===== config.mk =====
export PLATFORM = sky130hd
export DESIGN_NAME = inst_sram_axi_rd
export DESIGN_NICKNAME = d
export VERILOG_FILES = /design/src/rtl/inst_sram_axi_rd.sv
export SDC_FILE = /design/constraint.sdc
export NUM_CORES = 1
export LEC_CHECK = 0
export CAP_MARGIN = 0
export CORE_AREA = 5 5 111 113
export CTS_BUF_LIST = sky130_fd_sc_hd__clkbuf_16
export CTS_CLUSTER_DIAMETER = 30
export CTS_CLUSTER_SIZE = 8
export DETAILED_ROUTE_END_ITERATION = 8
export DIE_AREA = 0 0 116 118
export PLACE_DENSITY = 0.83
export SLEW_MARGIN = 40
export SYNTH_ARGS = -nofsm -noshare
export SYNTH_HDL_FRONTEND = slang
export SYNTH_SLANG_ARGS = --single-unit

===== constraint.sdc =====
create_clock -name clk -period 4.8 [get_ports clk]
set_input_delay 0.96 -clock clk [delete_from_list [all_inputs] [get_ports clk]]
set_output_delay 0.96 -clock clk [all_outputs]
set_load 0.005 [all_outputs]

===== src/rtl/inst_sram_axi_rd.sv =====
// rtl/inst_sram_axi_rd.sv - fetch-port to AXI4 2-beat INCR read responder
module inst_sram_axi_rd #(
    parameter logic [3:0] AXI_ID   = 4'd0,
    parameter bit         KSEG_MAP = 1'b1
) (
    input  logic        clk,
    input  logic        resetn,
    input  logic        inst_sram_en,
    input  logic [3:0]  inst_sram_wen,
    input  logic [31:0] inst_sram_addr,
    input  logic [31:0] inst_sram_wdata,
    output logic [63:0] inst_sram_rdata,
    output logic        stallreq,
    output logic [3:0]  arid,
    output logic [31:0] araddr,
    output logic [7:0]  arlen,
    output logic [2:0]  arsize,
    output logic [1:0]  arburst,
    output logic        arvalid,
    input  logic        arready,
    input  logic [3:0]  rid,
    input  logic [31:0] rdata,
    input  logic [1:0]  rresp,
    input  logic        rlast,
    input  logic        rvalid,
    output logic        rready
);

    typedef enum logic [1:0] {
        IDLE = 2'd0,
        AR   = 2'd1,
        R    = 2'd2,
        DONE = 2'd3
    } state_t;

    state_t      state;
    logic [31:0] addr_r;
    logic        beat;
    logic [63:0] rd_buf;

    // Write port, ID and response are deliberately ignored; the line-offset bits
    // of the fetch address are dropped when the burst address is formed.
    logic unused_inputs;
    assign unused_inputs = ^{inst_sram_wen, inst_sram_wdata, rid, rresp};

    // Unmapped kernel segment (0x8000_0000-0xBFFF_FFFF) folds onto physical low memory.
    function automatic logic [31:0] map_addr(input logic [31:0] va);
        if (KSEG_MAP && (va[31:30] == 2'b10)) begin
            return {3'b000, va[28:0]};
        end
        return va;
    endfunction

    // Request FSM: capture address, run AR handshake, collect beats, one DONE cycle.
    always_ff @(posedge clk or negedge resetn) begin
        if (!resetn) begin
            state   <= IDLE;
            arvalid <= 1'b0;
            rready  <= 1'b0;
            beat    <= 1'b0;
            addr_r  <= 32'h0;
            rd_buf  <= 64'h0;
        end else begin
            case (state)
                IDLE: begin
                    if (inst_sram_en) begin
                        addr_r  <= map_addr(inst_sram_addr);
                        beat    <= 1'b0;
                        arvalid <= 1'b1;
                        state   <= AR;
                    end
                end
                AR: begin
                    if (arready) begin
                        arvalid <= 1'b0;
                        rready  <= 1'b1;
                        state   <= R;
                    end
                end
                R: begin
                    if (rvalid) begin
                        if (beat) begin
                            rd_buf[63:32] <= rdata;
                        end else begin
                            rd_buf[31:0] <= rdata;
                        end
                        beat <= ~beat;
                        if (rlast) begin
                            rready <= 1'b0;
                            state  <= DONE;
                        end
                    end
                end
                DONE: begin
                    state <= IDLE;
                end
                default: begin
                    state   <= IDLE;
                    arvalid <= 1'b0;
                    rready  <= 1'b0;
                end
            endcase
        end
    end

    assign araddr          = {addr_r[31:3], 3'b000};
    assign arlen           = 8'd1;
    assign arsize          = 3'b010;
    assign arburst         = 2'b01;
    assign arid            = AXI_ID;
    assign inst_sram_rdata = rd_buf;
    assign stallreq        = inst_sram_en & (state != DONE);

endmodule


After elaboration in Yosys (flattened, before gate mapping)
Index checks and enable logic that the tools add are counted.
{ "totals": {"regBits": 101, "output_inout_bits": 116, "word_cells": 49} }
{ "op_classes": {"eq_ne": 9, "mux": 20, "bitwise_logic": 2, "n_reduce_logical": 11} }
{ "op_table": {"columns": ["cell", "count"], "rows": [
  ["32-bit two-way mux", 2],
  ["3-bit AND reduction", 4],
  ["1-bit two-way mux", 10],
  ["2-bit inequality test, second input constant", 5],
  ["2-bit two-way mux", 4],
  ["2-bit one-hot mux with 4 select lines", 1],
  ["4-bit AND reduction", 2],
  ["2-bit == test, second input constant", 3],
  ["1-bit one-hot mux with 2 select lines", 3],
  ["2-bit nonzero test", 3],
  ["2-bit by 1-bit == test with 1-bit output, second input constant", 1],
  ["2-bit zero test", 1],
  ["2-bit AND reduction", 1],
  ["1-bit AND", 1],
  ["1-bit inverter", 1]
]} }

Logic depth before layout (Yosys ltp)
{ "logic_depth": {"ltp_word": 5, "mapped_depth": 6, "ltp_nobuf": 5} }

Worst setup path before layout
OpenSTA, ideal clock, no wires.
{ "synth_timing": {"kind": "input port to output port", "start": "input inst_sram_en", "end": "output stallreq", "t_arrival_ns": 1.091, "t_required_ns": 3.840, "setup_slack_ns": 2.749, "stages": 1, "cell_sequence": "nor2b_1"} }
{ "synth_between": {"elab_chain_cells": 1} }
{ "synth_rtl": {"columns": ["item", "line", "source"], "rows": [
  ["from (decl)", "8", "input logic inst_sram_en,"],
  ["1-bit AND", "112", "assign stallreq = inst_sram_en & (state != DONE);"],
  ["to (decl)", "13", "output logic stallreq,"]
]} }
Every way passes these cells.

Worst setup path in the final report
Ends and elaborated chain as after synthesis.

==> run summary <==
Slew headroom -> 52.80%
Internal power -> 2.966 mW
Synth cell count leaders -> dfrtp_1 (98), mux2_4 (59), mux2_2 (33), buf_4 (20), buf_6 (6)
Top FF cell, synth -> dfrtp_1
Post-route cell area -> 6210 sq um
Crit Reg-Reg Startpoint -> state[0]
Clk pwr share -> 17.6%
Min-delay src -> addr_r[31]
Mean Syn Cell Area -> 16.36 sq um
Final nets -> 541
CP cell instances -> clkdlybuf4s50_1 -> nor2b_1 -> clkdlybuf4s50_1
RSZ-0062 raised after global routing -> no
Hold Buf Count CTS -> 0
Seq pwr share -> 36.6%
Post-CTS sizing -> 0
Cells after Synth -> 260
Port bufs -> 162
Area Overhead vs Synth -> 46.01%
Avg Vias per Cell -> 4.561
Slew @ Worst Pin -> 707.9 ps
Worst-case clock buffer depth -> 2
Leak -> 2.874 nW
TritonCTS buffer count -> 9
Hold Path Sink -> addr_r[31]
Initial Util -> 37.89%
Fmax -> 315.1 MHz
CP Launch Type -> input pin
Die footprint -> 13690 sq um
Worst slack at placement -> 1641 ps
Layout Skew -> 5.837 ps
Vias -> 2609
Status -> finished clean
EDFF count, synth -> 0
Top post-synthesis cells by area -> dfrtp_1 (58%), mux2_4 (21%), mux2_2 (8.7%)
Worst Path Required -> 3840 ps
Switching Share -> 26.75%
Number of library cell types mapped by synthesis -> 25
Final HPWL DP -> 7085 microns
Pwr Total -> 4.049 mW
Worst hold path class -> flop to flop
Synthesized area -> 4253 sq um
CTS tree -> done
Gr usage total -> 14.28%
Max Slew Vio Count -> 0
Slowest stage delay, CP -> 580 ps
Reg2reg path depth -> 4
Avg WL per Cell -> 16.74 microns
Async S/R FF share, synth -> 100.0%
Largest net degree at the start of global routing -> 40
# IOs -> 228
Vias in the first global route -> 2834
Switching power total -> 1.083 mW
Hold path depth -> 2
H-tree depth -> 3
Layout Utilization -> 55.33%
Die X -> 116 microns
Root Driver -> clkbuf_16
Worst r2r dst -> inst_sram_rdata[45]
Tcrit/Tclk final -> 66.12%
Top-count cell post-synth -> dfrtp_1
Cell row count -> 39
Final hold vios -> 0
Final setup TNS -> 0 ps
Fin crit period -> 3174 ps
Global placer's final weighted congestion -> 0.7826
TritonCTS Sinks -> 98
Logic pwr share -> 45.8%
1st-pass router iterations -> 4
Most used cell, CP -> clkdlybuf4s50_1
Ys Warns -> 0
Placement Cell Area -> 5916 sq um
Detail Route Antenna Nets -> 0
Initial drt markers -> 156
Reg clk slew, reported paths -> 70 ps
Leading area contributor after synthesis -> dfrtp_1
Post-synthesis register bit count -> 98
Fin worst setup slack -> 1626 ps
MaxCap Viol Count -> 0
Yosys top cell area share -> 57.66%
Total gr overflow -> 0
CP endpoint kind -> primary output
WL final -> 9576 microns
Power Dens Cells -> 652.0 nW/um^2
Worst vdd ir -> 0.0002796 V
Diode count -> 0
Final setup fails -> 0
Seq/Total Area, Yosys -> 57.66%
Max stage delay cell, worst path -> clkdlybuf4s50_1
Area of the core -> 11220 sq um
Postcts setup bufs -> 0
Critical path type -> input pin to primary output
First-pass GRT wire length -> 15280 microns
Filler cells -> 938
Layout cells sized above 1 -> 26.81%
Initial antenna violation count -> 0
Residual DRC -> 0
Die H -> 118 microns
Crit path max fanout -> 5
Clk_lat worst skew -> 340 ps
Critical path arrival -> 2210 ps
R2R setup slack -> 2560 ps
[metrics by stage]
step,instances,hold slack [ps]
3_3_place_gp,555,470.4
2_1_floorplan,278,473.3
5_1_grt,572,518.4
3_5_place_dp,556,475.6
4_1_cts,572,492.4
6_report,572,487.7
[metal layers]
layer  global-route usage, %  up-vias  wire length, microns  share of wire (%)
met4                   5.656        0                   159                1.7
met2                   24.53       90                  5024                 52
li1                        -     1193                     -                  -
met1                   16.68     1315                  3736                 39
met5                       0        -                     0                  0
met3                   3.856       11                   655                6.8
[cell type report]
| cell class | instances | area [sq um] | area share (%) |
|---|---|---|---|
| inverter | 5 | 18.77 | 0.3022 |
| tap | 143 | 178.9 | 2.881 |
| timing repair buffer | 164 | 1647 | 26.52 |
| clock buffer | 9 | 225.2 | 3.627 |
| sequential | 98 | 2452 | 39.49 |
| clock inverter | 7 | 68.82 | 1.108 |
| multi-input combinational | 146 | 1619 | 26.07 |
[cells in the final DEF (no fill, tap or decap), types with 2 or more instances in the layout]
cell / Yosys / layout
dfrtp_1: 98 / 98
buf_4: 20 / 2
mux2_4: 59 / 59
o21ai_0: 5 / 5
inv_1: 5 / 5
ha_1: 5 / 5
conb_1: 2 / 20
mux2_2: 33 / 33
nand2_1: 5 / 4
nor2b_1: 4 / 4
clkbuf_16: 0 / 9
nor2_1: 3 / 3
clkinv_2: 0 / 2
clkdlybuf4s50_1: 0 / 161
[power by group through the flow]
stage	Sequential, mW	Combinational [mW]	Clock [mW]
6_report	1.48	1.86	0.711
5_1_grt	1.54	1.98	0.771
4_1_cts	1.49	1.89	0.738
3_5_place_dp	1.50	1.89	0
3_3_place_gp	1.47	1.84	0
2_1_floorplan	1.50	0.830	0
[critical path: cells and delay by family]
family	cells	cell delay (ps)
buffers and inverters	2	1090
AND/OR/NAND/NOR	1	160
[kinds of logic (layout without fill, tap and decap cells)]
logic type / count (synthesis) / in the layout / synth area share [%]
buffers and inverters: 34 / 185 / 5.913
AO/OA/AOI/OAI: 12 / 12 / 2.383
AND/OR/NAND/NOR: 16 / 16 / 2.589
other: 2 / 20 / 0.1766
multiplexers: 93 / 93 / 29.80
flip-flops: 98 / 98 / 57.66
adder cells (fa/ha/maj): 5 / 5 / 1.471
[worst max path at each step]
| stage | start | cells past startpoint | to |
|---|---|---|---|
| CTS | inst_sram_en | 3 | stallreq |
| global placement | inst_sram_en | 3 | stallreq |
| detailed placement | inst_sram_en | 3 | stallreq |
| global route | inst_sram_en | 3 | stallreq |
| floorplan | inst_sram_en | 1 | stallreq |
| finish | inst_sram_en | 3 | stallreq |
[sequential cells by signal (all words and copies together), names as in the netlist]
| name | count |
|---|---|
| state | 2 |
| addr_r | 29 |
| rready | 1 |
| inst_sram_rdata | 64 |
| arvalid | 1 |
| beat | 1 |
No activity file was read; power rests on OpenSTA's default activity.
